`src/rtl/dmem_pkg.sv`:
```
// dmem_pkg: types and constants shared by the data-memory access controller.
//   dmem_state_t  : controller state (idle / busy on the cache / halted)
//   dmem_op_t     : kind of operation captured from EX/MEM
//   WORD_ADDR_LSB : lowest address bit that selects a word (byte offset below it)
package dmem_pkg;

    localparam int unsigned WORD_ADDR_LSB = 2;

    typedef enum logic [1:0] {
        StIdle,
        StBusy,
        StHalted
    } dmem_state_t;

    typedef enum logic [2:0] {
        OpNone,
        OpLoad,
        OpStore,
        OpLl,
        OpSc
    } dmem_op_t;

endpackage

```
`src/rtl/dmem_access_link_reg.sv`:
```
// link_reg: LL/SC reservation register, built only when DMEM_LLSC_EN is defined.
// Ports:
//   clk_i, rst_ni  : clock, asynchronous active-low reset (clears the link)
//   set_i          : LL completed; reserve op_word_i
//   clr_i          : store/SC completed to op_word_i; drops a matching reservation
//   op_word_i      : word address of the completing cache access
//   snoop_i        : coherence invalidate for snoop_word_i
//   chk_word_i     : word address of an SC being offered
//   match_o        : reservation is valid and covers chk_word_i
`ifdef DMEM_LLSC_EN
module link_reg
    import dmem_pkg::*;
#(
    parameter int unsigned WordW = 30
) (
    input  logic             clk_i,
    input  logic             rst_ni,
    input  logic             set_i,
    input  logic             clr_i,
    input  logic [WordW-1:0] op_word_i,
    input  logic             snoop_i,
    input  logic [WordW-1:0] snoop_word_i,
    input  logic [WordW-1:0] chk_word_i,
    output logic             match_o
);

    logic             valid_q, valid_d;
    logic [WordW-1:0] addr_q, addr_d;

    always_comb begin
        valid_d = valid_q;
        addr_d  = addr_q;
        if (set_i) begin
            valid_d = 1'b1;
            addr_d  = op_word_i;
        end else if (clr_i && valid_q && (op_word_i == addr_q)) begin
            valid_d = 1'b0;
        end
        // Compared against the next address so a snoop racing an LL completion
        // to the same word leaves the link invalid.
        if (snoop_i && (snoop_word_i == addr_d)) begin
            valid_d = 1'b0;
        end
    end

    always_ff @(posedge clk_i or negedge rst_ni) begin
        if (!rst_ni) begin
            valid_q <= 1'b0;
            addr_q  <= '0;
        end else begin
            valid_q <= valid_d;
            addr_q  <= addr_d;
        end
    end

    assign match_o = valid_q && (chk_word_i == addr_q);

endmodule
`endif

```
`src/rtl/dmem_access.sv`:
```
// dmem_access: data-memory access controller between the EX/MEM and MEM/WB latches.
// Accepts one op per in_valid/in_ready handshake, runs word reads/writes on the
// data-cache port until dhit, then pulses mem_en with the load result on dload.
// Owns the halt latch and, with DMEM_LLSC_EN defined, the LL/SC link register.
// Ports:
//   CLK, nRST                  : clock, asynchronous active-low reset
//   in_valid / in_ready        : operation handshake from EX/MEM
//   in_ren, in_wen, in_ll,
//   in_sc, in_halt, in_addr,
//   in_wdata                   : operation fields, sampled on handshake
//   flush                      : squash current and pending result
//   dmemREN, dmemWEN, dmemaddr,
//   dmemstore, dhit, dmemload  : data-cache port
//   snoop_inv, snoop_addr      : coherence invalidate (LL/SC builds only)
//   mem_en, dload, halt_o      : MEM/WB outputs
// Build option: DMEM_LLSC_EN enables LL/SC; otherwise LL is a load, SC a store.
module dmem_access #(
    parameter int unsigned ADDR_W = 32,
    parameter int unsigned DATA_W = 32
) (
    input  logic              CLK,
    input  logic              nRST,
    input  logic              in_valid,
    output logic              in_ready,
    input  logic              in_ren,
    input  logic              in_wen,
    input  logic              in_ll,
    input  logic              in_sc,
    input  logic              in_halt,
    input  logic [ADDR_W-1:0] in_addr,
    input  logic [DATA_W-1:0] in_wdata,
    input  logic              flush,
    output logic              dmemREN,
    output logic              dmemWEN,
    output logic [ADDR_W-1:0] dmemaddr,
    output logic [DATA_W-1:0] dmemstore,
    input  logic              dhit,
    input  logic [DATA_W-1:0] dmemload,
    input  logic              snoop_inv,
    input  logic [ADDR_W-1:0] snoop_addr,
    output logic              mem_en,
    output logic [DATA_W-1:0] dload,
    output logic              halt_o
);
    import dmem_pkg::*;

    localparam int unsigned WordW = ADDR_W - WORD_ADDR_LSB;

    dmem_state_t       state_q, state_d;
    dmem_op_t          op_q, op_d;
    logic [WordW-1:0]  waddr_q, waddr_d;
    logic [DATA_W-1:0] store_q, store_d;
    logic              ren_q, ren_d;
    logic              wen_q, wen_d;
    logic              squash_q, squash_d;
    logic              mem_en_q, mem_en_d;
    logic [DATA_W-1:0] dload_q, dload_d;
    logic              halt_q, halt_d;

    dmem_op_t          in_op;
    logic              sc_fail;
    logic              squash_now;
    logic              busy_done;

    assign squash_now = squash_q || flush;
    assign busy_done  = (state_q == StBusy) && dhit;

    // Decode the offered op; LL/SC qualifiers only matter in LL/SC builds.
    always_comb begin
        in_op = OpNone;
        if (in_ren) begin
            in_op = OpLoad;
`ifdef DMEM_LLSC_EN
            if (in_ll) in_op = OpLl;
`endif
        end else if (in_wen) begin
            in_op = OpStore;
`ifdef DMEM_LLSC_EN
            if (in_sc) in_op = OpSc;
`endif
        end
    end

`ifdef DMEM_LLSC_EN
    logic link_set, link_clr, link_match;

    // A squashed LL does not reserve; a squashed store/SC still wrote memory.
    assign link_set = busy_done && (op_q == OpLl) && !squash_now;
    assign link_clr = busy_done && ((op_q == OpStore) || (op_q == OpSc));
    assign sc_fail  = (in_op == OpSc) && !link_match;

    link_reg #(
        .WordW (WordW)
    ) u_link_reg (
        .clk_i        (CLK),
        .rst_ni       (nRST),
        .set_i        (link_set),
        .clr_i        (link_clr),
        .op_word_i    (waddr_q),
        .snoop_i      (snoop_inv),
        .snoop_word_i (snoop_addr[ADDR_W-1:WORD_ADDR_LSB]),
        .chk_word_i   (in_addr[ADDR_W-1:WORD_ADDR_LSB]),
        .match_o      (link_match)
    );

    logic unused_bits;
    assign unused_bits = ^{in_addr[WORD_ADDR_LSB-1:0], snoop_addr[WORD_ADDR_LSB-1:0]};
`else
    assign sc_fail = 1'b0;

    logic unused_bits;
    assign unused_bits = ^{in_ll, in_sc, snoop_inv, snoop_addr, in_addr[WORD_ADDR_LSB-1:0]};
`endif

    always_comb begin
        state_d  = state_q;
        op_d     = op_q;
        waddr_d  = waddr_q;
        store_d  = store_q;
        ren_d    = ren_q;
        wen_d    = wen_q;
        squash_d = squash_q;
        mem_en_d = 1'b0;
        dload_d  = dload_q;
        halt_d   = halt_q;

        case (state_q)
            StIdle: begin
                // A flushed offer is dropped outright, including a halt.
                if (in_valid && !flush) begin
                    if (in_halt) begin
                        mem_en_d = 1'b1;
                        halt_d   = 1'b1;
                        state_d  = StHalted;
                    end else if ((in_op == OpNone) || sc_fail) begin
                        dload_d  = '0;
                        mem_en_d = 1'b1;
                    end else begin
                        op_d     = in_op;
                        waddr_d  = in_addr[ADDR_W-1:WORD_ADDR_LSB];
                        store_d  = in_wdata;
                        ren_d    = (in_op == OpLoad) || (in_op == OpLl);
                        wen_d    = (in_op == OpStore) || (in_op == OpSc);
                        squash_d = 1'b0;
                        state_d  = StBusy;
                    end
                end
            end
            StBusy: begin
                // The cache access cannot be abandoned; flush only hides the result.
                if (flush) squash_d = 1'b1;
                if (dhit) begin
                    state_d  = StIdle;
                    ren_d    = 1'b0;
                    wen_d    = 1'b0;
                    squash_d = 1'b0;
                    if (!squash_now) begin
                        mem_en_d = 1'b1;
                        case (op_q)
                            OpLoad, OpLl: dload_d = dmemload;
                            OpSc:         dload_d = {{(DATA_W-1){1'b0}}, 1'b1};
                            default:      ;
                        endcase
                    end
                end
            end
            StHalted: ;
            default: state_d = StIdle;
        endcase
    end

    always_ff @(posedge CLK or negedge nRST) begin
        if (!nRST) begin
            state_q  <= StIdle;
            op_q     <= OpNone;
            waddr_q  <= '0;
            store_q  <= '0;
            ren_q    <= 1'b0;
            wen_q    <= 1'b0;
            squash_q <= 1'b0;
            mem_en_q <= 1'b0;
            dload_q  <= '0;
            halt_q   <= 1'b0;
        end else begin
            state_q  <= state_d;
            op_q     <= op_d;
            waddr_q  <= waddr_d;
            store_q  <= store_d;
            ren_q    <= ren_d;
            wen_q    <= wen_d;
            squash_q <= squash_d;
            mem_en_q <= mem_en_d;
            dload_q  <= dload_d;
            halt_q   <= halt_d;
        end
    end

    assign in_ready  = (state_q == StIdle);
    assign dmemREN   = ren_q;
    assign dmemWEN   = wen_q;
    assign dmemaddr  = {waddr_q, {WORD_ADDR_LSB{1'b0}}};
    assign dmemstore = store_q;
    assign mem_en    = mem_en_q;
    assign dload     = dload_q;
    assign halt_o    = halt_q;

endmodule

```
`config.mk`:
```
export PLATFORM = sky130hd
export DESIGN_NAME = dmem_access
export DESIGN_NICKNAME = d
export VERILOG_FILES = /design/src/rtl/dmem_pkg.sv /design/src/rtl/dmem_access_link_reg.sv /design/src/rtl/dmem_access.sv
export SDC_FILE = /design/constraint.sdc
export NUM_CORES = 1
export LEC_CHECK = 0
export ABC_AREA = 1
export BUFFER_PORTS_ARGS = -buffer_cell sky130_fd_sc_hd__buf_2
export CORE_ASPECT_RATIO = 0.75
export CORE_UTILIZATION = 45
export CTS_BUF_LIST = sky130_fd_sc_hd__clkbuf_16
export DETAILED_ROUTE_END_ITERATION = 8
export PLACE_DENSITY = 0.8
export SLEW_MARGIN = 10
export SYNTH_ARGS = -nofsm -noshare
export SYNTH_HDL_FRONTEND = slang
export SYNTH_SLANG_ARGS = --single-unit
```
`constraint.sdc`:
```
create_clock -name CLK -period 1.5 [get_ports CLK]
set_input_delay 0.075 -clock CLK [delete_from_list [all_inputs] [get_ports CLK]]
set_output_delay 0.075 -clock CLK [all_outputs]
set_load 0.01 [all_outputs]
```
==> metrics, run 1 <==
status complete, no violations; largest net degree at the start of global routing 103; DR WL/cell 14.0 microns; Pleak 0.00410 uW; Peak VDD IR 0.549 mV; CP Launch Type flip-flop; Synth Instances 535; worst min path class in -> reg; clock tree sinks 102; RSZ-0062 raised after global routing yes; CTS tree done; CTS root buf clkbuf_16; clk slew on worst S/H paths 0.07 ns; DP HPWL 7.34 mm; I/O Pins 240; CTS Buffer Depth 2; NetSw 1190 uW; Slew HR 64.4%; fmax 0.679 GHz; Synth area leader dfrtp_1; post-synthesis sequential area ratio 54.8%; global-route wire length before repair 21.1 mm; placed cell area 5680 sq um; final setup margin 0.0262 ns; Starting Density 47.2%; Synth Flop Type dfrtp_1; fin area 6790 sq um; final hold viol count 0; RePlAce Congestion 0.776; fill count 710; layout cell share with drive strength beyond 1 35.4%; Mapped Area 4650 sq um; number of nets in the layout 945; Initial DRC Count 249; vias in the first global route 4,449; DRC violations left 0; die area 10,800 sq um; synthesis warning total 0; Unique masters post-synth 23; number of max-slew violations in the final report 0; DP Worst Slack -0.164 ns; Commonest cells post-synth 140 x nand2_1, 102 x dfrtp_1, 101 x inv_1; critical-path maximum fanout 76; register bit total from synthesis 102; drt pass-1 iters 4; Internal 4090 uW; core area 9850 sq um; top-area cell type share of the netlist area 54.8%; routed vias/inst 4.70; Final ANT Viol Nets 0; Comb pwr share 7.8%; FFs w/ async S/R, synth 100%; detailed-route via count 4,429; # Max-Cap Violations 0; fin crit period 1.47 ns; PortBufs 200; GRT Total Usage 25.1%; final WL 13.2 mm; H-tree Lvls 3; Syn Area/Cell 8.70 sq um; CP endpoint kind flip-flop; Tcrit/Tclk final 98.3%; synthesis-to-layout area growth 46.0%; CTS Buf Count 9; CP Class reg -> reg; Die X 119 microns; crit path DAT 1.68 ns; Ant. Diodes 0; Seq pwr share 52.1%; Post-synth EDFFs 0; Final setup viols 0; pwr/cell area 777 nW/um^2; antenna violations before repair 0; clock power share 40.1%; Final Skew 0.00724 ns; total grt overflow 0; Die H 90.1 microns; Least-Margin Pin Slew 0.534 ns; num rows 31; Worst EP required 1.71 ns; count leader, synth nand2_1; most area-consuming cells after synthesis dfrtp_1 55%, nand2_1 11%, inv_1 8.1%; Switching Share 22.5%; worst skew pair latency 0.34 ns
final timing paths:
check	cells after the start	slack (ns)	end	startpoint
min in group asynchronous	3	0.36	dmemstore[29]	nRST
worst min-delay path	3	0.008	mem_en	dhit
max in group asynchronous	3	0.70	state_q[1]	nRST
worst min register to register	2	0.47	dload[11]	dload[11]
worst max-delay path	6	0.03	dmemstore[4]	state_q[0]
worst max register to register	6	0.03	dmemstore[4]	state_q[0]
metal layers:
layer	GRT usage, %	up-vias	wire length [microns]
met4	8.65	0	232
met2	45.0	210	6720
met1	28.2	2050	5250
li1	-	2143	-
met3	7.68	26	1030
met5	0	-	0
power by group through the flow:
stage,clock (uW),combinational (uW),sequential [uW]
2_1_floorplan,0,73.5,2800
3_3_place_gp,0,266,2800
3_5_place_dp,0,273,2800
4_1_cts,2180,401,2750
5_1_grt,2300,461,2750
6_report,2120,414,2750
repair_timing:
action,in CTS,in global routing
gates resized for setup,3,9
cloned,2,3
endpoints found under the setup margin,32,61
hold endpoints to repair,165,0
hold buffers,64,0
pin swaps,2,5
buffers inserted,2,6
per-stage QoR:
stage          hold WS (ns)  TNS (ns)  instances  total power (uW)  util [%]
4_1_cts             0.00156         0        934              5330      67.2
6_report            0.00831         0        943              5280      69.0
5_1_grt              0.0151    -0.671        943              5500      69.0
2_1_floorplan        -0.221         0        536              2880         -
3_3_place_gp          0.179     -2.67        850              3070      57.6
3_5_place_dp          0.184     -4.65        850              3080      57.6
state kept, by name, indices dropped and copies added, names as in the netlist:
name,count
dload,32
dmemREN,1
dmemWEN,1
dmemstore,32
halt_o,1
mem_en,1
op_q,1
squash_q,1
state_q,2
waddr_q,30
placed cells by master (no fill, tap or decap), types with 4 or more instances in the layout:
| cell type | Yosys | routed |
|---|---|---|
| buf_2 | 5 | 199 |
| nand2_1 | 140 | 139 |
| inv_1 | 101 | 102 |
| dfrtp_1 | 102 | 100 |
| dlygate4sd3_1 | 0 | 64 |
| nor2_1 | 42 | 39 |
| nand3_1 | 36 | 36 |
| o21ai_1 | 32 | 33 |
| o21ai_2 | 30 | 30 |
| buf_4 | 2 | 12 |
| clkbuf_16 | 0 | 11 |
| nor2_4 | 3 | 6 |
| o21ai_0 | 7 | 6 |
| buf_12 | 0 | 6 |
| nand2_2 | 3 | 4 |
critical path: stages (launching register included):
cell and delay [ns]:
dfrtp_2 0.46, nor2_4 0.18, buf_4 0.14, nand3_4 0.09, buf_12 0.24, nand2_1 0.11
o21ai_1 0.10
logic make-up after synthesis:
group / share of synthesized area (%)
compound gates: 10.3
other cells: 0.0806
simple gates: 20.8
buf+inv: 14.0
flops: 54.8
area by class of cell:
cell class	count	area (sq um)	area share (%)
clock buffers	9	225	3.31
repair buffers	285	1920	28.3
clock inverters	7	41.3	0.608
flip-flops and latches	102	2550	37.6
well taps	132	165	2.43
multi-input cells	304	1500	22.0
inverters	104	390	5.75
No activity file was read; power rests on OpenSTA's default activity.
==> run 2: changes to the inputs <==
Settings changed: ABC_AREA 1 to default, ABC_CLOCK_PERIOD_IN_PS from default to 1500, CORE_MARGIN from default to 2, CORE_UTILIZATION 45 to 44.
==> metrics, run 2 <==
Starting Density 44.9%; CP endpoint kind flip-flop; core area 9580 sq um; Syn Area/Cell 14.1 sq um; Setup crit start state_q[0]; most frequent cells in the layout 199 x buf_2, 101 x dfrtp_1, 98 x dlygate4sd3_1; critical-path maximum fanout 7; number of nets in the layout 758; WHS Endpoint state_q[0]; final setup margin -0.169 ns; Worst EP required 1.73 ns; clock tree sinks 102; Least-Margin Pin Slew 0.572 ns; Mapped Area 4300 sq um; Die H 89.6 microns; post-synthesis sequential area ratio 59.4%; Slowest cell on crit path dfrtp_2; Post-synth EDFFs 0; detailed-route via count 3,519; reg-to-reg startpoint state_q[0]; synthesis warning total 0; HP Start in_valid; status complete, but fails checks; most area-consuming cells after synthesis dfrtp_1 59%, mux2_2 9.4%, mux2_4 9.4%; Final Core Density 71.7%; number of max-slew violations in the final report 0; total grt overflow 0; routed vias/inst 4.65; Synth Flop Type dfrtp_1; Pleak 0.00338 uW; CTS Buffer Depth 2; crit path DAT 1.90 ns; failing checks setup timing; drt pass-1 iters 4; layout cell share with drive strength beyond 1 49.5%; clk slew on worst S/H paths 0.07 ns; register bit total from synthesis 102; synthesis-to-layout area growth 59.8%; count leader, synth dfrtp_1; max incr delay on CP 0.42 ns; final hold viol count 0; grt met3 use 5.49%; Commonest cells post-synth 102 x dfrtp_1, 36 x mux2_2, 34 x inv_1; GR peak layer met2; r2r setup slk -0.17 ns; Final ANT Viol Nets 0; worst min path class in -> reg; GR Util met1 24.2%; antenna violations before repair 0; worst skew pair latency 0.34 ns; CTS tree done; Tcrit/Tclk final 111%; DP HPWL 6.64 mm; CTS Buf Count 9; Initial DRC Count 210; CTS root buf clkbuf_16; pwr/cell area 1600 nW/um^2; DR WL/cell 16.0 microns; RSZ-0062 raised after global routing yes; met2 Track Usage GR 40.4%; Setup TNS -10.32 ns; # Max-Cap Violations 0; hold path depth 3; Synth area leader dfrtp_1; Unique masters post-synth 27; crit path cell chain buf_4 > and4bb_2 > a32o_2 > buf_12 > buf_12 > mux2i_4; top-area cell type share of the netlist area 59.4%; vias in the first global route 3,661; PortBufs 200; GRT Total Usage 21.6%; placed cell area 5460 sq um; FFs w/ async S/R, synth 100%; Synth Instances 305; CP Class reg -> reg; Final setup viols 97; largest net degree at the start of global routing 103; die area 10,600 sq um; CP Launch Type flip-flop; tightest hold margin 0.0417 ns; Die X 118 microns; H-tree Lvls 3; DRC violations left 0; fin area 6870 sq um; Final Skew 0.0108 ns; Peak VDD IR 0.933 mV; num rows 31; I/O Pins 240; worst reg2reg path depth 6; total power draw 11,000 uW; final WL 12.1 mm; commonest non-fill, non-tap cell in the layout buf_2; reg2reg end dload[16]; RePlAce Congestion 0.789; fin crit period 1.67 ns; Slew HR 61.9%; fmax 0.599 GHz; Ant. Diodes 0; CP most frequent cell buf_12; fill count 631; global-route wire length before repair 17.9 mm
[run 2: critical path: cells and delay by family, from the launching register on]
| kind | cells | cell delay (ns) |
|---|---|---|
| AND/OR/NAND/NOR | 1 | 0.23 |
| AO/OA/AOI/OAI | 1 | 0.26 |
| buffers and inverters | 3 | 0.46 |
| flip-flops | 1 | 0.42 |
| multiplexers | 1 | 0.18 |
[run 2: cell families (layout without fill, tap and decap cells)]
family	Yosys count	count (layout)	share of synthesized area (%)
AO/OA/AOI/OAI	11	11	1.86
buffers and inverters	52	370	7.37
flip-flops	102	102	59.4
multiplexers	95	95	26.3
other	1	2	0.0873
AND/OR/NAND/NOR	44	44	4.98
[run 2: through the flow]
stage | setup slack [ns] | instances
global placement | -0.0670 | 635
global route | -0.221 | 756
finish | -0.169 | 756
CTS | -0.144 | 749
floorplan | -0.185 | 306
detailed placement | -0.124 | 635
[run 2: area by class of cell]
cell class	count	area (sq um)	area share [%]
clock inverter	7	33.8	0.492
sequential	102	2550	37.2
multi-input combinational	152	1480	21.6
inverter	34	128	1.86
tap	132	165	2.40
clock buffer	9	225	3.28
timing repair buffer	320	2280	33.2
[run 2: worst max-delay path by stage]
stage	endpoint	slack (ns)	cells past startpoint
2_1_floorplan	dmemstore[18]	-0.18	6
3_3_place_gp	waddr_q[13]	-0.07	4
5_1_grt	dmemstore[17]	-0.22	4
4_1_cts	waddr_q[29]	-0.14	4
3_5_place_dp	waddr_q[29]	-0.12	4
6_report	dload[16]	-0.17	6
[run 2: per-layer routing]
metal  wire [microns]  up-vias  share of wire [%]
met5                0        -                  0
met4              268        0                2.2
met3              706       23                5.9
met2             6410      153                 53
met1             4680     1716                 39
li1                 -     1627                  -
[run 2: report_power, final]
part,internal (uW),switching [uW]
clock,1100,958
sequential,4040,714
combinational,2270,1890
total,7400,3570
[run 2: repair_timing]
item / CTS / global route
setup endpoints to repair: 95 / 95
pin swaps: 0 / 2
resized for setup: 3 / 12
buffers inserted: 1 / 3
hold buffers: 97 / 1
gates cloned: 0 / 3
endpoints found under the hold margin: 199 / 1
==> run 3: changes to the inputs <==
Settings changed: ABC_CLOCK_PERIOD_IN_PS 1500 to 1550, SYNTH_HIERARCHICAL from default to 1.
Clock period 1.5 ns to 1.55 ns, I/O delays scaled along.
==> metrics, run 3 <==
FFs w/ async S/R, synth 100%; DP HPWL 6.51 mm; failing checks setup timing; CTS Buf Count 9; Final ANT Viol Nets 0; register bit total from synthesis 102; DR WL/cell 15.4 microns; CP Launch Type flip-flop; Pleak 0.00339 uW; Final setup viols 85; CTS Buffer Depth 2; largest net degree at the start of global routing 103; vias in the first global route 3,495; Starting Density 44.9%; number of cells after detailed placement 632; most frequent cells in the layout 199 x buf_2, 101 x dfrtp_1, 94 x dlygate4sd3_1; Die X 118 microns; Compound-Gate Fraction of Synth Area 1.86%; synthesis warning total 6; crit path cell chain nor4b_4 > and2_4 > buf_6 > mux2_2; Synth Flop Type dfrtp_1; clock tree sinks 102; Top delay family on crit path simple AND/OR/NAND/NOR gates; Slew HR 62.0%; CP endpoint kind flip-flop; clk slew on worst S/H paths 0.07 ns; Unique masters post-synth 27; routed vias/inst 4.68; crit path DAT 1.85 ns; mux share of post-synthesis cell area 26.3%; Initial DRC Count 188; Least-Margin Pin Slew 0.570 ns; RSZ-0062 raised after global routing yes; layout cell share with drive strength beyond 1 49.3%; PortBufs 200; number of max-slew violations in the final report 0; WP buf/inv 1; tightest hold margin 0.00586 ns; final hold viol count 0; global-route wire length before repair 17.4 mm; detailed-route via count 3,488; top-area cell type share of the netlist area 59.4%; # Max-Cap Violations 0; post-synthesis sequential area ratio 59.4%; Syn Area/Cell 14.1 sq um; Slowest cell on crit path dfrtp_2; worst skew pair latency 0.33 ns; register area 2550 sq um; num rows 31; status complete, but fails checks; final WL 11.5 mm; r2r setup slk -0.09 ns; Mapped Area 4300 sq um; RePlAce Congestion 0.748; count leader, synth dfrtp_1; most area-consuming cells after synthesis dfrtp_1 59%, mux2_2 9.4%, mux2_4 9.4%; commonest non-fill, non-tap cell in the layout buf_2; antenna violations before repair 0; worst min path class in -> reg; max incr delay on CP 0.42 ns; Post-synth EDFFs 0; final setup margin -0.0933 ns; Finished Layout Cells 745; synthesis-to-layout area growth 59.2%; Final Skew 0.00697 ns; CP Class reg -> reg; Synth Instances 305; Synth area leader dfrtp_1; Multi-input gate area 1520 sq um; fmax 0.609 GHz; GRT Total Usage 20.7%; number of nets in the layout 747; core area 9580 sq um; largest family of logic cells by synthesized area multiplexers; Commonest cells post-synth 102 x dfrtp_1, 36 x mux2_2, 34 x inv_1; post-synthesis xor/xnor area fraction 0%; total grt overflow 0; H-tree Lvls 3; Tcrit/Tclk final 106%; I/O Pins 240; pwr/cell area 1620 nW/um^2; synthesized-area fraction occupied by adder cells 0%; critical-path maximum fanout 12; DRC violations left 0; CTS root buf clkbuf_16; Die H 89.6 microns; drt pass-1 iters 4; Peak VDD IR 0.839 mV; Worst EP required 1.76 ns; die area 10,600 sq um; fill count 656; Ant. Diodes 0; CTS tree done; fin crit period 1.64 ns; post-synthesis simple-gate area fraction 4.98%
[run 3: logic make-up after synthesis]
| group | after synthesis |
|---|---|
| buffers and inverters | 52 |
| and+or+nand+nor | 44 |
| other | 1 |
| DFF | 102 |
| AOI/OAI and AO/OA | 11 |
| muxes | 95 |
[run 3: repair_timing]
item	in CTS	in global routing
hold buffers	94	0
cloned	0	1
setup endpoints to repair	84	89
setup buffers	0	2
hold endpoints to repair	195	0
resized for setup	6	19
[run 3: stage by stage]
step	utilization [%]	area (sq um)	setup slack, ns	TNS (ns)	total power [uW]
finish	71.4	6840	-0.0933	-4.23	11100
global route	71.4	6840	-0.147	-9.18	11800
CTS	70.2	6730	-0.0984	-3.95	11000
detailed placement	56.8	5440	-0.0758	-2.48	8230
global placement	56.8	5440	-0.0339	-0.961	8070
floorplan	-	4300	-0.135	-5.67	6490
[run 3: path summary, 6_finish.rpt]
check / cells after the start / startpoint / to
worst max-delay path: 4 / state_q[0] / waddr_q[28]
worst min-delay path: 3 / dmemload[24] / dload[24]
worst max register to register: 4 / state_q[0] / waddr_q[28]
worst min register to register: 1 / halt_o / halt_o
max in group asynchronous: 3 / nRST / state_q[0]
min in group asynchronous: 3 / nRST / dload[10]
[run 3: metal layers]
layer / part of all wire, % / GRT usage, % / vias to the layer above
li1: - / - / 1613
met1: 42 / 25.2 / 1719
met2: 51 / 37.0 / 134
met3: 5.1 / 4.55 / 22
met4: 2.4 / 7.67 / 0
met5: 0 / 0 / -
[run 3: area by class of cell]
| class | instances | area share (%) |
|---|---|---|
| clock buffers | 9 | 3.29 |
| flip-flops and latches | 102 | 37.3 |
| well taps | 132 | 2.41 |
| clock inverters | 7 | 1.46 |
| repair buffers | 309 | 31.4 |
| multi-input cells | 152 | 22.2 |
| inverters | 34 | 1.87 |
[run 3: worst min-delay path, cell delays in order]
cell and delay [ns]:
buf_2 0.10, nand2_1 0.05, mux2i_1 0.07
[run 3: power breakdown]
part / internal, uW / total, uW / switching, uW
Sequential: 3900 / 4590 / 689
Clock: 1440 / 2450 / 1020
Combinational: 2260 / 4070 / 1810
Total: 7600 / 11100 / 3510
